## config.mk

```make
export PLATFORM = sky130hd
export DESIGN_NAME = dense_to_coo
export DESIGN_NICKNAME = d
export VERILOG_FILES = /design/src/rtl/dense_to_coo.sv
export SDC_FILE = /design/constraint.sdc
export NUM_CORES = 1
export LEC_CHECK = 0
export CAP_MARGIN = 10
export CORE_AREA = 2 2 238 240
export CTS_CLUSTER_SIZE = 10
export DETAILED_ROUTE_END_ITERATION = 8
export DIE_AREA = 0 0 240 242
export PLACE_DENSITY_LB_ADDON = 0.12
export RECOVER_POWER = 50
export SLEW_MARGIN = 20
export SYNTH_ARGS = -nofsm -noshare
export SYNTH_HDL_FRONTEND = slang
export SYNTH_SLANG_ARGS = --single-unit
```

## constraint.sdc

```tcl
create_clock -name clk -period 15.9 [get_ports clk]
set_input_delay 1.59 -clock clk [delete_from_list [all_inputs] [get_ports clk]]
set_output_delay 1.59 -clock clk [all_outputs]
set_load 0.005 [all_outputs]
```

## src/rtl/dense_to_coo.sv

```systemverilog
// Dense-to-COO encoder: snapshots a ROWS x COLS matrix, counts nonzeros,
// then streams a header triple followed by one triple per nonzero element.
module dense_to_coo #(
    parameter int ROWS = 4,
    parameter int COLS = 4,
    parameter int DW   = 32
) (
    input  logic                     clk,
    input  logic                     rst,
    input  logic                     start,
    input  logic [ROWS*COLS*DW-1:0]  dense_in,
    output logic                     busy,
    output logic                     done,
    output logic                     out_valid,
    input  logic                     out_ready,
    output logic                     out_hdr,
    output logic [DW-1:0]            out_row,
    output logic [DW-1:0]            out_col,
    output logic [DW-1:0]            out_val
);

    localparam int N  = ROWS * COLS;
    localparam int IW = (N > 1) ? $clog2(N) : 1;
    localparam int NW = $clog2(N + 1);
    localparam int RW = (ROWS > 1) ? $clog2(ROWS) : 1;
    localparam int CW = (COLS > 1) ? $clog2(COLS) : 1;

    localparam logic [2:0] S_IDLE  = 3'd0;
    localparam logic [2:0] S_COUNT = 3'd1;
    localparam logic [2:0] S_HDR   = 3'd2;
    localparam logic [2:0] S_EMIT  = 3'd3;
    localparam logic [2:0] S_DONE  = 3'd4;

    logic [2:0]    r_state;
    logic [IW-1:0] r_idx;
    logic [RW-1:0] r_row;
    logic [CW-1:0] r_col;
    logic [NW-1:0] r_nnz;
    logic [N*DW-1:0] r_snap;

    logic [DW-1:0] w_elem;
    logic          w_nz;
    logic          w_last;
    logic          w_hdr;
    logic          w_emit;

    assign w_elem = r_snap[r_idx*DW +: DW];
    assign w_nz   = |w_elem;
    assign w_last = (r_idx == IW'(N - 1));
    assign w_hdr  = (r_state == S_HDR);
    assign w_emit = (r_state == S_EMIT) && w_nz;

    // Outputs decode registered state only; out_ready never reaches them.
    assign busy      = (r_state != S_IDLE);
    assign done      = (r_state == S_DONE);
    assign out_valid = w_hdr || w_emit;
    assign out_hdr   = w_hdr;
    assign out_row   = w_hdr ? DW'(ROWS) : (w_emit ? DW'(r_row) : '0);
    assign out_col   = w_hdr ? DW'(COLS) : (w_emit ? DW'(r_col) : '0);
    assign out_val   = w_hdr ? DW'(r_nnz) : (w_emit ? w_elem : '0);

    always_ff @(posedge clk or posedge rst) begin
        if (rst) begin
            r_state <= S_IDLE;
            r_idx   <= '0;
            r_row   <= '0;
            r_col   <= '0;
            r_nnz   <= '0;
            r_snap  <= '0;
        end else begin
            unique case (r_state)
                S_IDLE: begin
                    if (start) begin
                        r_snap  <= dense_in;
                        r_idx   <= '0;
                        r_row   <= '0;
                        r_col   <= '0;
                        r_nnz   <= '0;
                        r_state <= S_COUNT;
                    end
                end
                S_COUNT: begin
                    r_nnz <= r_nnz + NW'(w_nz);
                    if (w_last) begin
                        r_idx   <= '0;
                        r_state <= S_HDR;
                    end else begin
                        r_idx <= r_idx + IW'(1);
                    end
                end
                S_HDR: begin
                    if (out_ready) begin
                        r_idx   <= '0;
                        r_row   <= '0;
                        r_col   <= '0;
                        r_state <= S_EMIT;
                    end
                end
                S_EMIT: begin
                    // Zeros advance unconditionally; nonzeros wait for the handshake.
                    if (!w_nz || out_ready) begin
                        if (w_last) begin
                            r_state <= S_DONE;
                        end else begin
                            r_idx <= r_idx + IW'(1);
                            if (r_col == CW'(COLS - 1)) begin
                                r_col <= '0;
                                r_row <= r_row + RW'(1);
                            end else begin
                                r_col <= r_col + CW'(1);
                            end
                        end
                    end
                end
                S_DONE: begin
                    r_state <= S_IDLE;
                end
                default: begin
                    r_state <= S_IDLE;
                end
            endcase
        end
    end

endmodule

```

==> load_flow_metrics.sql <==
INSERT INTO impl_metrics (metric_group, metric, value, unit) VALUES
('run_status', 'run_status', 'finished with violations', ''),
('run_status', 'violated_checks', 'capacitance limit, slew limit', ''),
('global_route', 'track_usage', '31.8', '%'),
('timing', 'clock.fmax', '122', 'MHz'),
('hold_path', 'min_delay_path_class', 'reg -> reg', ''),
('global_route', 'antenna_violations_before_repair', '4', ''),
('worst_setup_path', 'startpoint', 'r_idx[0]', ''),
('worst_setup_path', 'worst_setup_path_class', 'reg -> out', ''),
('die', 'start_util', '44.3', '%'),
('cts', 'clk_root_buffer_cell', 'sky130_fd_sc_hd__clkbuf_16', ''),
('hold_path', 'hold_path.startpoint', 'r_snap[341]', ''),
('finish', 'layout_commonest_cell', 'sky130_fd_sc_hd__nand2_1', ''),
('timing', 'setup_violations', '0', ''),
('global_route', 'groute.layer.met2.usage', '53.3', '%'),
('power', 'static_power_due_to_leakage', '0.0159', 'µW'),
('worst_setup_path', 'cp-start-kind', 'flop', ''),
('die', 'top_level_ports', '616', ''),
('routing', 'detail-route-antenna-nets', '0', ''),
('finish', 'layout.cells.most_common_list', '1566 x sky130_fd_sc_hd__nand2_1, 551 x sky130_fd_sc_hd__clkdlybuf4s50_1, 525 x sky130_fd_sc_hd__dfrtp_1', ''),
('worst_setup_path', 'timing.critical_path.required', '14.31', 'ns'),
('synth', 'syn-instance-count', '2657', ''),
('global_route', 'globalRoute.busiestLayer', 'met2', ''),
('synth', 'synth_seq_area_share', '53.5', '%'),
('synth', 'yosys.area.top_type_share', '53.5', '%'),
('synth', 'post_synth.cell_area_avg', '9.29', 'µm²'),
('power', 'worst_supply_voltage_drop_on_vdd', '153', 'µV'),
('power', 'cell_pwr_density', '198', 'nW/µm²'),
('synth', 'synth_top_cells_by_area', 'sky130_fd_sc_hd__dfrtp_1 54%, sky130_fd_sc_hd__nand2_1 24%, sky130_fd_sc_hd__mux4_2 12%, sky130_fd_sc_hd__mux2i_1 2.1%, sky130_fd_sc_hd__clkbuf_1 2.0%', ''),
('die', 'chipHeight', '242', 'µm'),
('routing', 'detail_route.iter0.violations', '1661', ''),
('timing', 'final_hold_viol_count', '0', ''),
('cts', 'holdBufCountCts', '0', ''),
('worst_setup_path', 'worst_r2r_startpoint', 'r_state[0]', ''),
('routing', 'routed_wl', '91600', 'µm'),
('cts', 'tritoncts_clock_tree', 'built', ''),
('timing', 'slew_viol_final', '439', ''),
('timing', 'tightest_slew', '4.27', 'ns'),
('finish', 'num-fill-cells', '4970', ''),
('die', 'core-area', '55700', 'µm²'),
('timing', 'final_min_period_over_clock_period', '51.7', '%'),
('synth', 'post-synth-top-area-cell', 'sky130_fd_sc_hd__dfrtp_1', ''),
('finish', 'multi_input_area', '10500', 'µm²'),
('global_route', 'grt_max_degree', '233', ''),
('cts', 'post-cts-setup-buffers', '0', ''),
('global_route', 'globalRoute.totalOverflow', '0', ''),
('global_route', 'first_global_vias', '21300', ''),
('timing', 'rsz0062_at_grt', 'false', ''),
('finish', 'seqCellArea', '13200', 'µm²'),
('routing', 'drt_pre_antenna_iters', '5', ''),
('routing', 'vias', '20500', ''),
('synth', 'synth_area', '24700', 'µm²'),
('cts', 'post_cts_resize_count', '0', ''),
('routing', 'routedWlPerCell', '23.5', 'µm'),
('die', 'row_count', '87', ''),
('job', 'maxCapViolCount', '6', ''),
('synth', 'synth_seq_cells', '528', ''),
('synth', 'ys_types', '39', ''),
('timing', 'finalClockSkew', '0.0196', 'ns'),
('worst_setup_path', 'arrival', '6.64', 'ns'),
('global_route', 'grtUsageMet1', '40.0', '%'),
('cts', 'cts.sinks', '528', ''),
('place', 'place.port_buffers', '557', ''),
('finish', 'drive_above_1_share', '7.02', '%'),
('die', 'dieArea', '58100', 'µm²'),
('global_route', 'grt_pass1_wl', '135000', 'µm'),
('finish', 'layout.core_utilization', '57.7', '%'),
('timing', 'period_needed', '8.23', 'ns'),
('finish', 'syn2layout_area_growth', '30.4', '%'),
('die', 'dieWidth', '240', 'µm'),
('cts', 'clock_insertion_delay_worst_skew', '0.63', 'ns'),
('cts', 'num_cts_buffers', '60', '');
[state kept, by name (all words and copies together) (netlist names)]
| name | cells |
|---|---|
| r_idx | 4 |
| r_col | 2 |
| r_nnz | 5 |
| r_row | 2 |
| r_state | 3 |
| r_snap | 512 |
[power by group]
part	total (µW)	internal, µW	switching (µW)
combinational	2620	1210	1410
clock	1230	693	535
sequential	2530	1990	541
total	6380	3900	2480
[layout make-up]
| type | count | share of cell area, % |
|---|---|---|
| Multi-Input combinational cell | 1955 | 32.7 |
| Clock inverter | 4 | 0.179 |
| Timing Repair Buffer | 577 | 18.0 |
| Inverter | 7 | 0.0856 |
| Antenna cell | 2 | 0.0156 |
| Clock buffer | 75 | 4.97 |
| Tap cell | 756 | 2.94 |
| Sequential cell | 528 | 41.1 |
[metal layers]
| metal | part of all wire [%] | routed length (µm) | up-vias |
|---|---|---|---|
| li1 | - | - | 9326 |
| met1 | 38 | 35100 | 10200 |
| met2 | 50 | 45700 | 821 |
| met3 | 6.9 | 6330 | 168 |
| met4 | 4.8 | 4360 | 2 |
| met5 | 0.014 | 13 | - |
[synthesized netlist by cell type]
cell and n:
sky130_fd_sc_hd__o41ai_4 1, sky130_fd_sc_hd__nor3b_1 1, sky130_fd_sc_hd__nand4_1 9, sky130_fd_sc_hd__nand2_1 1566, sky130_fd_sc_hd__inv_1 7, sky130_fd_sc_hd__mux2i_1 51
sky130_fd_sc_hd__nand2b_1 2, sky130_fd_sc_hd__conb_1 1, sky130_fd_sc_hd__ha_1 4, sky130_fd_sc_hd__o2bb2ai_1 2, sky130_fd_sc_hd__nand3_1 4, sky130_fd_sc_hd__o22ai_1 1
sky130_fd_sc_hd__o211ai_1 1, sky130_fd_sc_hd__o21a_1 1, sky130_fd_sc_hd__o211a_1 1, sky130_fd_sc_hd__buf_1 17, sky130_fd_sc_hd__a22oi_1 28, sky130_fd_sc_hd__or2_2 2
sky130_fd_sc_hd__o21ai_0 6, sky130_fd_sc_hd__buf_2 9, sky130_fd_sc_hd__nor2b_1 4, sky130_fd_sc_hd__xnor2_1 2, sky130_fd_sc_hd__mux2_2 2, sky130_fd_sc_hd__dfrtp_1 528
sky130_fd_sc_hd__a21oi_1 1, sky130_fd_sc_hd__and2_1 32, sky130_fd_sc_hd__o221ai_1 1, sky130_fd_sc_hd__mux4_2 128, sky130_fd_sc_hd__and3_1 1, sky130_fd_sc_hd__and2_2 1
sky130_fd_sc_hd__clkbuf_1 131, sky130_fd_sc_hd__a211oi_1 2, sky130_fd_sc_hd__nor4_1 6, sky130_fd_sc_hd__nor2_1 13, sky130_fd_sc_hd__a22o_1 13, sky130_fd_sc_hd__buf_6 4
sky130_fd_sc_hd__o31a_1 1, sky130_fd_sc_hd__nor3_1 10, sky130_fd_sc_hd__buf_4 63
[worst max-delay path, cell delays in order (launching register included)]
cell and delay [ns]:
sky130_fd_sc_hd__dfrtp_4 1.01, sky130_fd_sc_hd__buf_12 0.68, sky130_fd_sc_hd__mux4_2 0.63, sky130_fd_sc_hd__a22oi_1 0.56
sky130_fd_sc_hd__nand2_1 0.22, sky130_fd_sc_hd__nor4_1 0.85, sky130_fd_sc_hd__nand4_1 0.38, sky130_fd_sc_hd__o31a_1 0.55
sky130_fd_sc_hd__buf_4 0.32, sky130_fd_sc_hd__or2_2 0.31, sky130_fd_sc_hd__clkdlybuf4s50_1 0.44
[logic make-up after synthesis]
kind of cell / after synthesis / share of synthesized area, %
AO/OA/AOI/OAI: 59 / 1.90
XOR/XNOR: 2 / 0.0710
AND/OR/NAND/NOR: 1651 / 25.8
buffers and inverters: 231 / 4.64
adder cells (fa/ha/maj): 4 / 0.203
flip-flops: 528 / 53.5
multiplexers: 181 / 13.8
other: 1 / 0.0152
[stage by stage]
step | setup WS (ns) | std cells | area (µm²) | power [µW] | hold WS, ns
2_1_floorplan | 7.13 | 2714 | 24900 | 3970 | 0.440
3_3_place_gp | 8.66 | 3822 | 30500 | 5090 | 0.452
3_5_place_dp | 8.60 | 3822 | 30500 | 5140 | 0.457
4_1_cts | 7.91 | 3901 | 32200 | 6390 | 0.471
5_1_grt | 7.45 | 3903 | 32200 | 6740 | 0.484
6_report | 7.67 | 3904 | 32200 | 6380 | 0.471
[path summary, 6_finish.rpt]
kind	cells after the start	slack, ns	end
max	10	7.67	out_valid
min	2	0.47	r_snap[341]
max reg2reg	6	9.32	r_snap[344]
min reg2reg	2	0.47	r_snap[341]
max in group asynchronous	4	9.38	r_snap[152]
min in group asynchronous	2	1.69	r_snap[301]
Power figures use the tool's default switching activity.
